## config.mk

```make
export PLATFORM = sky130hd
export DESIGN_NAME = uart_rx_param_flat
export DESIGN_NICKNAME = d
export VERILOG_FILES = /design/src/rtl/uart_rx_param_if.sv /design/src/rtl/uart_rx_param.sv /design/src/flat_wrapper.sv
export SDC_FILE = /design/constraint.sdc
export NUM_CORES = 1
export LEC_CHECK = 0
export CAP_MARGIN = 20
export CORE_MARGIN = 3
export CORE_UTILIZATION = 60
export DETAILED_ROUTE_END_ITERATION = 10
export DONT_BUFFER_PORTS = 1
export GPL_TIMING_DRIVEN = 0
export PLACE_DENSITY = 0.76
export SETUP_SLACK_MARGIN = 0.1
export SYNTH_ARGS = -nofsm -noshare
export SYNTH_HDL_FRONTEND = slang
export SYNTH_SLANG_ARGS = --single-unit
```

## constraint.sdc

```tcl
create_clock -name clk -period 2.94 [get_ports clk]
set_input_delay 0.294 -clock clk [delete_from_list [all_inputs] [get_ports clk]]
set_output_delay 0.294 -clock clk [all_outputs]
set_load 0.005 [all_outputs]
```

## src/rtl/uart_rx_param_if.sv

```systemverilog
// Receive-side sink interface of uart_rx_param.
// Handshake: the receiver (master) holds data_out_valid high while its FIFO is
// non-empty and data_out/frame_err/parity_err describe the head entry; the
// sink (slave) raises data_out_ready to accept it, and an entry is consumed on
// every rising clock edge where data_out_valid and data_out_ready are both 1.
// fsm_state is a debug view of the receiver state machine.
interface uart_rx_param_if #(
    parameter int DATA_BITS  = 8,
    parameter int FIFO_DEPTH = 8
);
    logic [DATA_BITS-1:0]          data_out;
    logic                          data_out_valid;
    logic                          data_out_ready;
    logic                          frame_err;
    logic                          parity_err;
    logic                          overrun;
    logic [$clog2(FIFO_DEPTH):0]   fifo_count;
    logic [2:0]                    fsm_state;

    modport master (
        output data_out, data_out_valid, frame_err, parity_err, overrun, fifo_count, fsm_state,
        input  data_out_ready
    );

    modport slave (
        input  data_out, data_out_valid, frame_err, parity_err, overrun, fifo_count, fsm_state,
        output data_out_ready
    );
endinterface

```

## src/rtl/uart_rx_param.sv

```systemverilog
// Parametrised UART receiver: 2-flop synchroniser, glitch-rejecting start
// detection, mid-bit sampling, per-character frame/parity flags and a
// first-word-fall-through receive FIFO with overrun reporting.
// Optional feature macro: UART_RX_PARITY_EN (adds one parity bit between the
// data and stop bits; without it parity_err is tied to 0).
module uart_rx_param #(
    parameter int CLOCK_FREQ = 125_000_000,
    parameter int BAUD_RATE  = 115_200,
    parameter int DATA_BITS  = 8,
    parameter int STOP_BITS  = 1,
    parameter int PARITY_ODD = 0,
    parameter int FIFO_DEPTH = 8
) (
    input  logic             clk,
    input  logic             rst,
    input  logic             serial_in,
    uart_rx_param_if.master  rx_if
);
    localparam int SYMBOL_EDGE_TIME = CLOCK_FREQ / BAUD_RATE;
    localparam int SAMPLE_TIME      = SYMBOL_EDGE_TIME / 2;
    localparam int TW = $clog2(SYMBOL_EDGE_TIME);
    localparam int BW = $clog2(DATA_BITS + 1);
    localparam int AW = $clog2(FIFO_DEPTH);
`ifdef UART_RX_PARITY_EN
    localparam int EW = DATA_BITS + 2;
`else
    localparam int EW = DATA_BITS + 1;
`endif
    localparam logic [TW-1:0] SAMPLE_PT = TW'(SAMPLE_TIME - 1);
    localparam logic [TW-1:0] LAST_T    = TW'(SYMBOL_EDGE_TIME - 1);
    localparam logic [BW-1:0] LAST_DATA = BW'(DATA_BITS - 1);
    localparam logic [BW-1:0] LAST_STOP = BW'(STOP_BITS - 1);
    localparam logic [AW:0]   FULL_CNT  = (AW + 1)'(FIFO_DEPTH);

    // Reject illegal configurations at elaboration time.
    if (DATA_BITS < 5 || DATA_BITS > 9) begin : g_bad_data_bits
        $error("uart_rx_param: DATA_BITS must be 5..9");
    end
    if (STOP_BITS < 1 || STOP_BITS > 2) begin : g_bad_stop_bits
        $error("uart_rx_param: STOP_BITS must be 1 or 2");
    end
    if (PARITY_ODD < 0 || PARITY_ODD > 1) begin : g_bad_parity
        $error("uart_rx_param: PARITY_ODD must be 0 or 1");
    end
    if (FIFO_DEPTH < 2 || (FIFO_DEPTH & (FIFO_DEPTH - 1)) != 0) begin : g_bad_depth
        $error("uart_rx_param: FIFO_DEPTH must be a power of two >= 2");
    end
    if (SYMBOL_EDGE_TIME < 4) begin : g_bad_baud
        $error("uart_rx_param: need at least 4 clocks per bit");
    end

    typedef enum logic [2:0] {
        IDLE   = 3'd0,
        START  = 3'd1,
        DATA   = 3'd2,
        PARITY = 3'd3,
        STOP   = 3'd4
    } state_t;

    logic [1:0]           sync_q, sync_d;
    state_t               state_q, state_d;
    logic [TW-1:0]        timer_q, timer_d;
    logic [BW-1:0]        bit_cnt_q, bit_cnt_d;
    logic [DATA_BITS-1:0] shift_q, shift_d;
    logic                 ferr_q, ferr_d;
`ifdef UART_RX_PARITY_EN
    logic                 perr_q, perr_d;
`endif
    logic [AW-1:0]        wr_ptr_q, wr_ptr_d, rd_ptr_q, rd_ptr_d;
    logic [AW:0]          count_q, count_d;
    logic                 overrun_q, overrun_d;
    logic [EW-1:0]        mem_q [FIFO_DEPTH];
    logic [EW-1:0]        entry_d, head;
    logic                 rx_s, sample, push, pop, do_push, empty, full;

    // Frame state machine: timing, bit sampling and character assembly.
    always_comb begin
        sync_d    = {sync_q[0], serial_in};
        rx_s      = sync_q[1];
        sample    = (timer_q == SAMPLE_PT);
        state_d   = state_q;
        timer_d   = (timer_q == LAST_T) ? '0 : timer_q + 1'b1;
        bit_cnt_d = bit_cnt_q;
        shift_d   = shift_q;
        ferr_d    = ferr_q;
`ifdef UART_RX_PARITY_EN
        perr_d    = perr_q;
`endif
        push      = 1'b0;
        case (state_q)
            IDLE: begin
                timer_d = '0;
                if (!rx_s) state_d = START;
            end
            START: begin
                if (sample) begin
                    if (rx_s) begin
                        // Line went back high before mid-bit: a glitch.
                        state_d = IDLE;
                        timer_d = '0;
                    end else begin
                        state_d   = DATA;
                        bit_cnt_d = '0;
                        ferr_d    = 1'b0;
`ifdef UART_RX_PARITY_EN
                        perr_d    = 1'b0;
`endif
                    end
                end
            end
            DATA: begin
                if (sample) begin
                    shift_d = {rx_s, shift_q[DATA_BITS-1:1]};
                    if (bit_cnt_q == LAST_DATA) begin
                        bit_cnt_d = '0;
`ifdef UART_RX_PARITY_EN
                        state_d   = PARITY;
`else
                        state_d   = STOP;
`endif
                    end else begin
                        bit_cnt_d = bit_cnt_q + 1'b1;
                    end
                end
            end
`ifdef UART_RX_PARITY_EN
            PARITY: begin
                if (sample) begin
                    perr_d  = ((^shift_q) ^ rx_s) != PARITY_ODD[0];
                    state_d = STOP;
                end
            end
`endif
            STOP: begin
                if (sample) begin
                    if (!rx_s) ferr_d = 1'b1;
                    if (bit_cnt_q == LAST_STOP) begin
                        // Leave at mid-stop so a back-to-back start is caught.
                        push      = 1'b1;
                        state_d   = IDLE;
                        timer_d   = '0;
                        bit_cnt_d = '0;
                    end else begin
                        bit_cnt_d = bit_cnt_q + 1'b1;
                    end
                end
            end
            default: state_d = IDLE;
        endcase
`ifdef UART_RX_PARITY_EN
        entry_d = {perr_q, ferr_d, shift_q};
`else
        entry_d = {ferr_d, shift_q};
`endif
    end

    // FIFO bookkeeping: pop on handshake, push unless full without a pop.
    always_comb begin
        empty     = (count_q == '0);
        full      = (count_q == FULL_CNT);
        pop       = !empty && rx_if.data_out_ready;
        do_push   = push && (!full || pop);
        overrun_d = push && full && !pop;
        wr_ptr_d  = do_push ? wr_ptr_q + 1'b1 : wr_ptr_q;
        rd_ptr_d  = pop ? rd_ptr_q + 1'b1 : rd_ptr_q;
        count_d   = count_q + {{AW{1'b0}}, do_push} - {{AW{1'b0}}, pop};
        head      = mem_q[rd_ptr_q];
    end

    // State, timer, synchroniser and FIFO control registers.
    always_ff @(posedge clk or posedge rst) begin
        if (rst) begin
            sync_q    <= 2'b11;
            state_q   <= IDLE;
            timer_q   <= '0;
            bit_cnt_q <= '0;
            shift_q   <= '0;
            ferr_q    <= 1'b0;
`ifdef UART_RX_PARITY_EN
            perr_q    <= 1'b0;
`endif
            wr_ptr_q  <= '0;
            rd_ptr_q  <= '0;
            count_q   <= '0;
            overrun_q <= 1'b0;
        end else begin
            sync_q    <= sync_d;
            state_q   <= state_d;
            timer_q   <= timer_d;
            bit_cnt_q <= bit_cnt_d;
            shift_q   <= shift_d;
            ferr_q    <= ferr_d;
`ifdef UART_RX_PARITY_EN
            perr_q    <= perr_d;
`endif
            wr_ptr_q  <= wr_ptr_d;
            rd_ptr_q  <= rd_ptr_d;
            count_q   <= count_d;
            overrun_q <= overrun_d;
        end
    end

    // FIFO storage; occupancy is tracked by the pointers, so no reset needed.
    always_ff @(posedge clk) begin
        if (do_push) mem_q[wr_ptr_q] <= entry_d;
    end

    // Head entry is gated by valid so outputs read 0 while empty.
    always_comb begin
        rx_if.data_out_valid = !empty;
        rx_if.data_out       = empty ? '0 : head[DATA_BITS-1:0];
        rx_if.frame_err      = !empty && head[DATA_BITS];
`ifdef UART_RX_PARITY_EN
        rx_if.parity_err     = !empty && head[DATA_BITS+1];
`else
        rx_if.parity_err     = 1'b0;
`endif
        rx_if.overrun        = overrun_q;
        rx_if.fifo_count     = count_q;
        rx_if.fsm_state      = state_q;
    end
endmodule

```

## src/flat_wrapper.sv

```systemverilog
// flat-port wrapper written by rule: the top's interface ports become plain ports
module uart_rx_param_flat 
#(
    parameter int CLOCK_FREQ = 125_000_000,
    parameter int BAUD_RATE  = 115_200,
    parameter int DATA_BITS  = 8,
    parameter int STOP_BITS  = 1,
    parameter int PARITY_ODD = 0,
    parameter int FIFO_DEPTH = 8
)
  (clk, rst, serial_in, rx_if_data_out, rx_if_data_out_valid, rx_if_frame_err, rx_if_parity_err, rx_if_overrun, rx_if_fifo_count, rx_if_fsm_state, rx_if_data_out_ready);
  uart_rx_param_if #(.DATA_BITS(DATA_BITS), .FIFO_DEPTH(FIFO_DEPTH)) rx_if_i ();
  input  logic clk;
  input  logic rst;
  input  logic serial_in;
  output wire logic [$bits(rx_if_i.data_out)-1:0] rx_if_data_out;
  output wire logic [$bits(rx_if_i.data_out_valid)-1:0] rx_if_data_out_valid;
  output wire logic [$bits(rx_if_i.frame_err)-1:0] rx_if_frame_err;
  output wire logic [$bits(rx_if_i.parity_err)-1:0] rx_if_parity_err;
  output wire logic [$bits(rx_if_i.overrun)-1:0] rx_if_overrun;
  output wire logic [$bits(rx_if_i.fifo_count)-1:0] rx_if_fifo_count;
  output wire logic [$bits(rx_if_i.fsm_state)-1:0] rx_if_fsm_state;
  input wire logic [$bits(rx_if_i.data_out_ready)-1:0] rx_if_data_out_ready;
  assign rx_if_data_out = rx_if_i.data_out;
  assign rx_if_data_out_valid = rx_if_i.data_out_valid;
  assign rx_if_frame_err = rx_if_i.frame_err;
  assign rx_if_parity_err = rx_if_i.parity_err;
  assign rx_if_overrun = rx_if_i.overrun;
  assign rx_if_fifo_count = rx_if_i.fifo_count;
  assign rx_if_fsm_state = rx_if_i.fsm_state;
  assign rx_if_i.data_out_ready = rx_if_data_out_ready;
  uart_rx_param #(.CLOCK_FREQ(CLOCK_FREQ), .BAUD_RATE(BAUD_RATE), .DATA_BITS(DATA_BITS), .STOP_BITS(STOP_BITS), .PARITY_ODD(PARITY_ODD), .FIFO_DEPTH(FIFO_DEPTH)) u_core (.clk(clk), .rst(rst), .serial_in(serial_in), .rx_if(rx_if_i));
endmodule
```

# After elaboration in Yosys (flattened, before gate mapping)
# Memories as Yosys holds them, arrays and structs flattened.
# Cells that the tools add are included.
# totals
reg_bits	40
ramBits	72
input_bits	4
out_inout_bits	19
wordCells	79
memories	1
# mem_list
name	words	width	read_ports	rd_clocked_by_memory_dff	write_ports	line_no	text
u_core.mem_q	8	9	1	0	1	uart_rx_param.sv:72	logic [EW-1:0] mem_q [FIFO_DEPTH];
# op_classes
n_addsub	6
n_eq_ne	14
mux	32
n_reduce_logical	16
# op_table
cell	n
11-bit 2-to-1 mux	5
11-bit one-hot mux with 3 select lines	1
4-bit 2-to-1 mux	6
3-bit 2-to-1 mux	6
3-bit one-hot mux with 4 select lines	1
4-bit one-hot mux with 3 select lines	1
11-bit by 1-bit adder with 11-bit output, second input constant	1
11-bit by 10-bit == test with 1-bit output, second input constant	1
11-bit == test, second input constant	1
2-bit by 1-bit inequality test with 1-bit output, second input constant	5
1-bit 2-to-1 mux	9
4-bit logical NOT	2
8-bit 2-to-1 mux	1
3-bit by 1-bit adder with 3-bit output, second input constant	2
6-bit AND reduction	1
1-bit logical AND	5
5-bit AND reduction	1
4-bit by 1-bit adder with 4-bit output	1
4-bit by 1-bit adder with 4-bit output, second input constant	1
4-bit by 3-bit == test with 1-bit output, second input constant	1
4-bit == test, second input constant	1
2-bit inequality test, second input constant	2
4-bit by 1-bit subtractor with 4-bit output	1
3-bit by 1-bit == test with 1-bit output, second input constant	1
9 further kinds	11

# Depth between registers and ports, before layout
# Gate-level depths: netlist of the first run.
# logic_depth
word_depth	7
depth_mapped	13
mapped_depth_nobuf	12

# Least setup slack after synthesis of the first run
# Ideal clock, no wire load.
# synth_path
kind	reg-to-reg
start	register u_core.bit_cnt_q[0]
end	memory u_core.mem_q[0][0] (netlist name) (enable)
setup_ns	0.399
arrival_time_ns	2.256
required_ns	2.541
path_slack_ns	0.285
path_stages_with_launch	8
n_path_buf	1
period_less_slack_ns	2.655
path_cell_list	dfrtp_1 inv_1 ha_1 or3b_1 buf_2 nor2_4 nand3_2 nor4_1
# synth_between
elab_chain_len	7
# synth_lines
item	line_no	text
start: declaration	uart_rx_param.sv:63	logic [BW-1:0] bit_cnt_q, bit_cnt_d;
start signal: assignment	uart_rx_param.sv:190	bit_cnt_q <= bit_cnt_d;
4-bit logical NOT	uart_rx_param.sv:137	if (bit_cnt_q == LAST_STOP) begin
1-bit 2-to-1 mux	uart_rx_param.sv:137	
1-bit 2-to-1 mux	uart_rx_param.sv:135	if (sample) begin
1-bit 2-to-1 mux	uart_rx_param.sv:90	case (state_q)
1-bit logical AND	uart_rx_param.sv:162	do_push = push && (!full || pop);
1-bit 2-to-1 mux	uart_rx_param.sv:205	if (do_push) mem_q[wr_ptr_q] <= entry_d;
1-bit 2-to-1 mux (not written as such)	uart_rx_param.sv:205	
end: declaration	uart_rx_param.sv:72	
# No other way between the ends.

# Final worst setup path of the first run
# layout_path
start	register u_core.bit_cnt_q[0]
end	memory u_core.mem_q[2][5] (netlist name) (enable)
# Same word-level chain as after synthesis.

==> results.sh, run 1 <==
export IMPL_path_clk_slew_ps=100
export IMPL_path_cells="inv_1 > ha_1 > or3b_1 > buf_2 > nor2_4 > nand4_1 > nor3_2"
export IMPL_ir_drop_v=0.000278
export IMPL_synth_most_common_cell="edfxtp_1"
export IMPL_synth_top_flop_cell="edfxtp_1"
export IMPL_rows=32
export IMPL_p_comb_share_pct=18.4
export IMPL_grt_max_degree=41
export IMPL_antenna_left=0
export IMPL_yosysUniqueCellTypes=57
export IMPL_num_nets_final=351
export IMPL_syn_nets=337
export IMPL_critical_path_class="reg2reg"
export IMPL_clkPwrFrac_pct=26.2
export IMPL_grt_setup_unrepaired="yes"
export IMPL_r2r_end="u_core.mem_q[2][5]"
export IMPL_finalHoldViolCount=38
export IMPL_die_area_sq_um=9380
export IMPL_regArea_sq_um=3170
export IMPL_slew_headroom_pct=37.4
export IMPL_crit_arrival_ps=2700
export IMPL_cts_tree="done"
export IMPL_synth_area_leaders="edfxtp_1, dfrtp_1, mux4_2"
export IMPL_crit_path_end_kind="register"
export IMPL_cap_violations=0
export IMPL_synth_seq_cells=112
export IMPL_period_share_pct=92.0
export IMPL_cts_root_buf="clkbuf_8"
export IMPL_synth_largest_area_cell="edfxtp_1"
export IMPL_wl_per_cell_microns=19.6
export IMPL_drv_slew=0
export IMPL_critPathLaunch="u_core.bit_cnt_q[0]"
export IMPL_p_leak_nw=2.25
export IMPL_postCtsSetupBuffers=0
export IMPL_syn_area_per_cell_sq_um=15.5
export IMPL_r2r_start="u_core.bit_cnt_q[0]"
export IMPL_multiInputGateArea_sq_um=1680
export IMPL_synthTopCellsByCount="edfxtp_1, dfrtp_1, nor2_1"
export IMPL_drt_first_pass_iters=4
export IMPL_clk_path_buf_depth=2
export IMPL_rrSetupSlack_ps=230
export IMPL_skew_ps=9.45
export IMPL_cts_buffers=9
export IMPL_synth_seq_area_share_pct=63.9
export IMPL_core_sq_um=7890
export IMPL_insertion_delay_ps=370
export IMPL_pwr_density_cell_nw_per_um2=596
export IMPL_place_congestion=0.796
export IMPL_syn_to_final_growth_pct=7.33
export IMPL_grt_use_total_pct=19.7
export IMPL_synth_top_area_share_pct=43.7
export IMPL_ios=23
export IMPL_max_freq_ghz=0.370
export IMPL_via_per_inst=5.95
export IMPL_violations="negative hold slack"
export IMPL_status="finished with violations"
export IMPL_die_h_microns=96.9
export IMPL_grt_pass1_vias=2753
export IMPL_max_stage_delay_ps=780
export IMPL_drc_errors=0
export IMPL_grt_ovfl_total=0
export IMPL_die_x_microns=96.9
export IMPL_cp_top_family="simple AND/OR/NAND/NOR gates"
export IMPL_power_w=0.00317
export IMPL_reg2reg_depth=7
export IMPL_path_buf_inv=2
export IMPL_drt_total_wl_microns=8620
export IMPL_synthCells=319
export IMPL_pwr_share_seq_pct=55.4
export IMPL_startpoint_type="register"
export IMPL_cts_htree_levels=3
export IMPL_p_int_w=0.00228
export IMPL_swShare_pct=27.9
export IMPL_setup_viol=0
export IMPL_port_buffers=0
export IMPL_tightest_slew_ps=934
export IMPL_critical_path_max_fanout=9
export IMPL_synth_area_sq_um=4950
export IMPL_cp_slowest_cell="nor3_2"
export IMPL_async_flop_share_pct=35.7
export IMPL_hp_class="in2async"
export IMPL_post_route_min_period_ps=2710
export IMPL_p_sw_w=0.000885
export IMPL_drt_initial_drc_count=98
export IMPL_timing_hold_ws_ps=-25.1
export IMPL_n_fill_cell=533
export IMPL_required_ps=2930
export IMPL_antenna_found_initial=0
export IMPL_cts_sinks=112
export IMPL_start_util_pct=62.8
export IMPL_antenna_cells=0
export IMPL_synth_warnings=0
export IMPL_synth_edf_count=72
export IMPL_vias=2619
export IMPL_place_hpwl_microns=5780
export IMPL_setup_tns_ps=0
export IMPL_grt_pass1_wl_microns=14300
export IMPL_drive_gt1_share_pct=21.6
## kinds of logic after synthesis
group | Yosys count | share of synthesized area, %
buf+inv | 29 | 2.78
mux | 37 | 12.9
compound gates | 21 | 3.08
simple gates | 89 | 10.7
other cells | 1 | 0.0757
fa+ha+maj | 14 | 3.69
xor+xnor | 16 | 2.83
flops | 112 | 63.9
## cell type report
class	instances	share of cell area, %
Timing Repair Buffer	3	0.471
Multi-Input combinational cell	178	31.6
Inverter	15	1.06
Clock buffer	9	2.33
Buffer	14	1.55
Tap cell	102	2.40
Clock inverter	7	1.01
Sequential cell	112	59.6
## metrics by stage
step | cells | hold WS, ps | area [sq um] | utilization (%) | worst slack [ps]
floorplan | 319 | 298 | 4950 | - | 285
global placement | 421 | 299 | 5080 | 64.4 | -638
detailed placement | 422 | 299 | 5110 | 64.8 | 65.6
CTS | 439 | 4.08 | 5300 | 67.2 | 159
global route | 440 | 29.7 | 5320 | 67.4 | 57.2
finish | 440 | -25.1 | 5320 | 67.4 | 235
## cells in the final DEF, fill, tap and decap left out, types with 3 or more instances in the layout
cell type  Yosys  routed
xnor2_1        8       8
nor3_2         0       4
ha_1          13      13
nor3_1        16      12
and4_1         3       3
nor3b_1        4       4
mux4_2        18      18
clkbuf_1       4       3
xor2_1         8       8
dfrtp_1       38      38
nand2_1        5       5
mux2i_1        9       9
a21oi_1        6       6
nor2_1        19      17
buf_2          4       4
mux2_4         8       8
edfxtp_1      72      72
nand2b_1       5       5
buf_4          2       4
inv_1         15      14
nand4_1        5       5
clkbuf_8       0       9
nand3_1        9       9
o21ai_0        3       3
## repair_timing
item                       in CTS  in global routing
hold endpoints to repair        1                  0
gates cloned                    0                  0
gates resized for setup         1                  2
setup endpoints to repair       1                 50
pin swaps                       0                  0
hold buffers                    1                  0
## power groups by stage
stage	Combinational [W]	Clock (W)	Sequential [W]
5_1_grt	0.000639	0.000915	0.00177
6_report	0.000583	0.000829	0.00176
3_3_place_gp	0.000573	0	0.00179
2_1_floorplan	0.000457	0	0.00178
3_5_place_dp	0.000590	0	0.00179
4_1_cts	0.000594	0.000845	0.00176
## registers in the layout, indices dropped and copies added, names as in the netlist
signal and count:
u_core.shift_q 8, u_core.timer_q 11, u_core.rd_ptr_q 3, u_core.wr_ptr_q 3
u_core.sync_q 2, u_core.bit_cnt_q 4, u_core.rx_if.overrun 1, u_core.ferr_q 1
u_core.rx_if.fsm_state 3, u_core.mem_q 72, u_core.rx_if.fifo_count 4
## metal layers
metal  GRT usage [%]  routed length [microns]  vias to the layer above
li1                -                        -                     1232
met1            25.5                     3690                     1321
met2            33.9                     4480                       53
met3            3.46                      303                       13
met4            6.80                      145                        0
met5               0                        0                        -
## worst max-delay path by stage
stage / cells after the start / end
2_1_floorplan: 7 / u_core.mem_q[0][0]
3_3_place_gp: 7 / u_core.mem_q[0][0]
3_5_place_dp: 12 / u_core.rx_if.fifo_count[2]
4_1_cts: 7 / u_core.mem_q[7][5]
5_1_grt: 8 / u_core.mem_q[0][2]
6_report: 7 / u_core.mem_q[2][5]
## worst reg2reg max path: stages, from the launching register on
cell,delay [ps]
dfrtp_1,410
inv_1,110
ha_1,150
or3b_1,340
buf_2,180
nor2_4,120
nand4_1,240
nor3_2,780
Power figures use the tool's default switching activity.
==> run 2, diff against run 1 <==
--- a/config.mk
+++ b/config.mk
@@ -11,7 +11,7 @@
 export DETAILED_ROUTE_END_ITERATION = 10
 export DONT_BUFFER_PORTS = 1
 export GPL_TIMING_DRIVEN = 0
-export PLACE_DENSITY = 0.76
+export PLACE_DENSITY_LB_ADDON = 0.12
 export SETUP_SLACK_MARGIN = 0.1
 export SYNTH_ARGS = -nofsm -noshare
 export SYNTH_HDL_FRONTEND = slang
==> results.sh, run 2 (same netlist as run 1, synthesis figures left out) <==
export IMPL_status="finished with violations"
export IMPL_violations="negative hold slack"
export IMPL_skew_ps=10.9
export IMPL_syn_to_final_growth_pct=7.66
export IMPL_period_share_pct=92.5
export IMPL_grt_pass1_vias=2660
export IMPL_cp_slowest_cell="nor2_1"
export IMPL_insertion_delay_ps=360
export IMPL_finalHoldViolCount=14
export IMPL_die_h_microns=96.9
export IMPL_hp_class="in2async"
export IMPL_slew_headroom_pct=29.3
export IMPL_ios=23
export IMPL_place_congestion=0.785
export IMPL_cts_sinks=112
export IMPL_setup_ws_ps=220
export IMPL_via_per_inst=5.98
export IMPL_cts_tree="done"
export IMPL_final_common_cell="edfxtp_1"
export IMPL_tightest_slew_ps=1060
export IMPL_num_nets_final=349
export IMPL_antenna_cells=0
export IMPL_antenna_found_initial=0
export IMPL_power_w=0.00324
export IMPL_cp_top_family="simple AND/OR/NAND/NOR gates"
export IMPL_grt_pass1_wl_microns=14100
export IMPL_timing_hold_ws_ps=-13.0
export IMPL_cts_buffers=9
export IMPL_grt_ovfl_total=0
export IMPL_cts_htree_levels=3
export IMPL_ir_drop_v=0.000319
export IMPL_startpoint_type="register"
export IMPL_die_area_sq_um=9380
export IMPL_drt_first_pass_iters=4
export IMPL_drive_gt1_share_pct=20.5
export IMPL_crit_path_end_kind="register"
export IMPL_crit_arrival_ps=2700
export IMPL_critical_path_max_fanout=9
export IMPL_drt_initial_drc_count=135
export IMPL_setup_tns_ps=0
export IMPL_dp_cells=422
export IMPL_final_cell_mix="edfxtp_1, dfrtp_1, nor2_1"
export IMPL_cts_root_buf="clkbuf_8"
export IMPL_n_fill_cell=538
export IMPL_required_ps=2920
export IMPL_path_buf_inv=2
export IMPL_dp_slack_ps=83.5
export IMPL_start_util_pct=62.8
export IMPL_reg_top3="u_core.mem_q: 72 flops, u_core.timer_q: 11 flops, u_core.shift_q: 8 flops"
export IMPL_max_freq_ghz=0.368
export IMPL_p_leak_nw=2.25
export IMPL_largest_register="u_core.mem_q"
export IMPL_wl_per_cell_microns=19.5
export IMPL_cap_violations=0
export IMPL_post_route_min_period_ps=2720
export IMPL_port_buffers=0
export IMPL_largest_reg_flops=72
export IMPL_setup_viol=0
export IMPL_fin_cells=438
export IMPL_drc_errors=0
export IMPL_path_cells="inv_1 > ha_1 > or3b_1 > buf_2 > nor2_4 > nand4_1 > nor2_1"
export IMPL_core_sq_um=7890
export IMPL_pwr_density_cell_nw_per_um2=609
export IMPL_grt_use_total_pct=19.6
export IMPL_antenna_left=0
export IMPL_vias=2620
export IMPL_die_x_microns=96.9
export IMPL_max_stage_delay_ps=870
export IMPL_grt_max_degree=41
export IMPL_final_util_pct=67.6
export IMPL_rows=32
export IMPL_place_hpwl_microns=5610
export IMPL_critical_path_class="reg2reg"
export IMPL_clk_path_buf_depth=2
export IMPL_grt_setup_unrepaired="yes"
export IMPL_drv_slew=0
export IMPL_drt_total_wl_microns=8560
export IMPL_path_clk_slew_ps=100
run 2: what timing repair did:
item / CTS / global route
buffers inserted: 0 / 0
cloned: 0 / 0
endpoints found under the setup margin: 1 / 49
gates resized for setup: 0 / 3
endpoints found under the hold margin: 1 / 0
hold buffers: 1 / 0
run 2: power by group:
| part | internal [W] | switching [W] |
|---|---|---|
| registers | 0.00172 | 0.0000393 |
| logic | 0.000246 | 0.000337 |
| clock network | 0.000401 | 0.000504 |
| total | 0.00236 | 0.000880 |
run 2: worst register-to-register path, delay by kind of cell, from the launching register on:
kind                     cells  cell delay [ps]
buffers and inverters        2              280
flip-flops                   1              410
AND/OR/NAND/NOR              4             1510
adder cells (fa/ha/maj)      1              140
run 2: worst paths after layout:
path	startpoint	end	slack [ps]	cells past startpoint
setup / recovery	u_core.bit_cnt_q[0]	u_core.mem_q[6][6]	220	7
hold / removal	rst	u_core.rd_ptr_q[2]	-10	1
setup reg to reg	u_core.bit_cnt_q[0]	u_core.mem_q[6][6]	220	7
hold reg to reg	u_core.sync_q[0]	u_core.sync_q[1]	360	0
max in group asynchronous	rst	u_core.shift_q[4]	2400	1
min in group clk	rx_if_data_out_ready	u_core.rd_ptr_q[2]	80	2
run 2: layout make-up:
| type | instances | area, sq um | share of cell area (%) |
|---|---|---|---|
| tap | 102 | 128 | 2.39 |
| timing repair buffer | 2 | 17.5 | 0.329 |
| inverter | 15 | 56.3 | 1.06 |
| clock buffer | 10 | 128 | 2.39 |
| sequential | 112 | 3170 | 59.4 |
| clock inverter | 6 | 70.1 | 1.31 |
| buffer | 13 | 77.6 | 1.46 |
| multi-input combinational | 178 | 1690 | 31.7 |
run 2: metrics by stage:
step	hold slack [ps]	cell area, sq um
2_1_floorplan	298	4950
3_3_place_gp	299	5080
3_5_place_dp	299	5110
4_1_cts	14.9	5320
5_1_grt	36.3	5330
6_report	-13.0	5330
run 2: routing by layer:
layer  routed length, microns  share of wire [%]  global-route usage, %  up-vias
li1                         -                  -                      -     1228
met1                     3780                 44                   25.9     1336
met2                     4430                 52                   33.2       50
met3                      257                3.0                   3.10        6
met4                       93                1.1                   7.13        0
met5                        0                  0                      0        -
==> run 3, diff against run 2 <==
--- a/config.mk
+++ b/config.mk
@@ -11,6 +11,7 @@
 export DETAILED_ROUTE_END_ITERATION = 10
 export DONT_BUFFER_PORTS = 1
 export GPL_TIMING_DRIVEN = 0
+export HOLD_SLACK_MARGIN = 0.15
 export PLACE_DENSITY_LB_ADDON = 0.12
 export SETUP_SLACK_MARGIN = 0.1
 export SYNTH_ARGS = -nofsm -noshare
==> results.sh, run 3 (same netlist as run 1, synthesis figures left out) <==
export IMPL_drv_slew=0
export IMPL_num_nets_final=351
export IMPL_port_buffers=0
export IMPL_place_hpwl_microns=5610
export IMPL_rows=32
export IMPL_crit_path_end="u_core.mem_q[6][1]"
export IMPL_grt_pass1_vias=2677
export IMPL_rrSetupSlack_ps=210
export IMPL_slew_headroom_pct=28.8
export IMPL_tightest_slew_ps=1060
export IMPL_p_leak_nw=2.26
export IMPL_fin_cells=440
export IMPL_power_w=0.00325
export IMPL_final_cell_mix="edfxtp_1, dfrtp_1, nor2_1"
export IMPL_dp_cells=422
export IMPL_insertion_delay_ps=360
export IMPL_setup_ws_ps=213
export IMPL_hp_class="in2reg"
export IMPL_path_cells="inv_1 > ha_1 > or3b_1 > buf_2 > nor2_4 > nand4_1 > nor2_1"
export IMPL_start_util_pct=62.8
export IMPL_max_stage_delay_ps=880
export IMPL_drt_initial_drc_count=124
export IMPL_crit_arrival_ps=2710
export IMPL_largest_register="u_core.mem_q"
export IMPL_grt_use_total_pct=19.7
export IMPL_ios=23
export IMPL_antenna_found_initial=0
export IMPL_n_fill_cell=539
export IMPL_antenna_cells=0
export IMPL_path_clk_slew_ps=100
export IMPL_cts_sinks=112
export IMPL_grt_setup_unrepaired="yes"
export IMPL_pwr_density_cell_nw_per_um2=606
export IMPL_drc_errors=0
export IMPL_antenna_left=0
export IMPL_finish_instance_area_sq_um=5350
export IMPL_vias=2618
export IMPL_skew_ps=10.3
export IMPL_die_area_sq_um=9380
export IMPL_reg2reg_depth=7
export IMPL_startpoint_type="register"
export IMPL_cts_htree_levels=3
export IMPL_critical_path_max_fanout=9
export IMPL_r2r_start="u_core.bit_cnt_q[0]"
export IMPL_drt_first_pass_iters=4
export IMPL_drt_total_wl_microns=8550
export IMPL_period_share_pct=92.8
export IMPL_cp_slowest_cell="nor2_1"
export IMPL_place_congestion=0.785
export IMPL_cts_buffers=9
export IMPL_post_route_min_period_ps=2730
export IMPL_die_x_microns=96.9
export IMPL_critical_path_class="reg2reg"
export IMPL_cts_tree="done"
export IMPL_ir_drop_v=0.000318
export IMPL_postCtsSetupBuffers=0
export IMPL_dp_slack_ps=83.5
export IMPL_syn_to_final_growth_pct=8.06
export IMPL_cts_root_buf="clkbuf_8"
export IMPL_required_ps=2920
export IMPL_die_h_microns=96.9
export IMPL_grt_max_degree=41
export IMPL_cap_violations=0
export IMPL_grt_ovfl_total=0
export IMPL_critPathLaunch="u_core.bit_cnt_q[0]"
export IMPL_wl_per_cell_microns=19.4
export IMPL_finalHoldViolCount=0
export IMPL_drive_gt1_share_pct=20.4
export IMPL_grt_pass1_wl_microns=14200
export IMPL_r2r_end="u_core.mem_q[6][1]"
export IMPL_place_area_sq_um=5110
export IMPL_crit_path_end_kind="register"
export IMPL_max_freq_ghz=0.367
export IMPL_reg_top3="u_core.mem_q: 72 flops, u_core.timer_q: 11 flops, u_core.shift_q: 8 flops"
export IMPL_largest_reg_flops=72
export IMPL_status="completed"
export IMPL_core_sq_um=7890
export IMPL_final_common_cell="edfxtp_1"
export IMPL_clk_path_buf_depth=2
export IMPL_setup_viol=0
export IMPL_via_per_inst=5.95
-- run 3: critical path, delay by kind of cell (launching register included) --
| family | cells | cell delay [ps] |
|---|---|---|
| adder cells (fa/ha/maj) | 1 | 140 |
| buffers and inverters | 2 | 280 |
| AND/OR/NAND/NOR | 4 | 1530 |
| flip-flops | 1 | 410 |
-- run 3: area by class of cell --
type | instances | area, sq um | area share (%)
sequential | 112 | 3170 | 59.2
multi-input combinational | 178 | 1690 | 31.6
clock buffer | 10 | 128 | 2.38
tap | 102 | 128 | 2.38
buffer | 13 | 77.6 | 1.45
clock inverter | 6 | 70.1 | 1.31
inverter | 15 | 56.3 | 1.05
timing repair buffer | 4 | 37.5 | 0.701
-- run 3: power breakdown --
group / switching [W] / total, W / internal [W]
clock network: 0.000501 / 0.000902 / 0.000401
registers: 0.0000397 / 0.00176 / 0.00172
logic: 0.000338 / 0.000586 / 0.000248
total: 0.000879 / 0.00325 / 0.00237
-- run 3: how the worst min path moves through the flow --
stage | start | endpoint | slack, ps | depth (start not counted)
after floorplan | serial_in | u_core.sync_q[0] | 300 | 0
final | rx_if_data_out_ready | u_core.rx_if.overrun | 320 | 3
after global routing | rx_if_data_out_ready | u_core.rx_if.overrun | 350 | 3
after CTS | rx_if_data_out_ready | u_core.rx_if.overrun | 300 | 3
after global placement | serial_in | u_core.sync_q[0] | 300 | 0
after detailed placement | serial_in | u_core.sync_q[0] | 300 | 0
-- run 3: per-layer routing --
layer | share of wire, % | vias up | GRT usage [%]
li1 | - | 1226 | -
met2 | 53 | 48 | 33.6
met4 | 0.98 | 0 | 7.13
met5 | 0 | - | 0
met1 | 43 | 1337 | 25.8
met3 | 3.7 | 7 | 3.10
-- run 3: per-stage QoR --
stage,hold WS (ps),setup TNS [ps],util [%]
floorplan,298,0,-
global placement,299,-12170,64.4
detailed placement,299,0,64.8
CTS,300,0,67.7
global route,347,0,67.8
finish,317,0,67.8
-- run 3: what timing repair did --
action                                 in CTS  in global routing
gates resized for setup                     0                  3
hold buffers                                3                  0
endpoints found under the hold margin      41                  0
pin swaps                                   0                  0
setup endpoints to repair                   1                 49
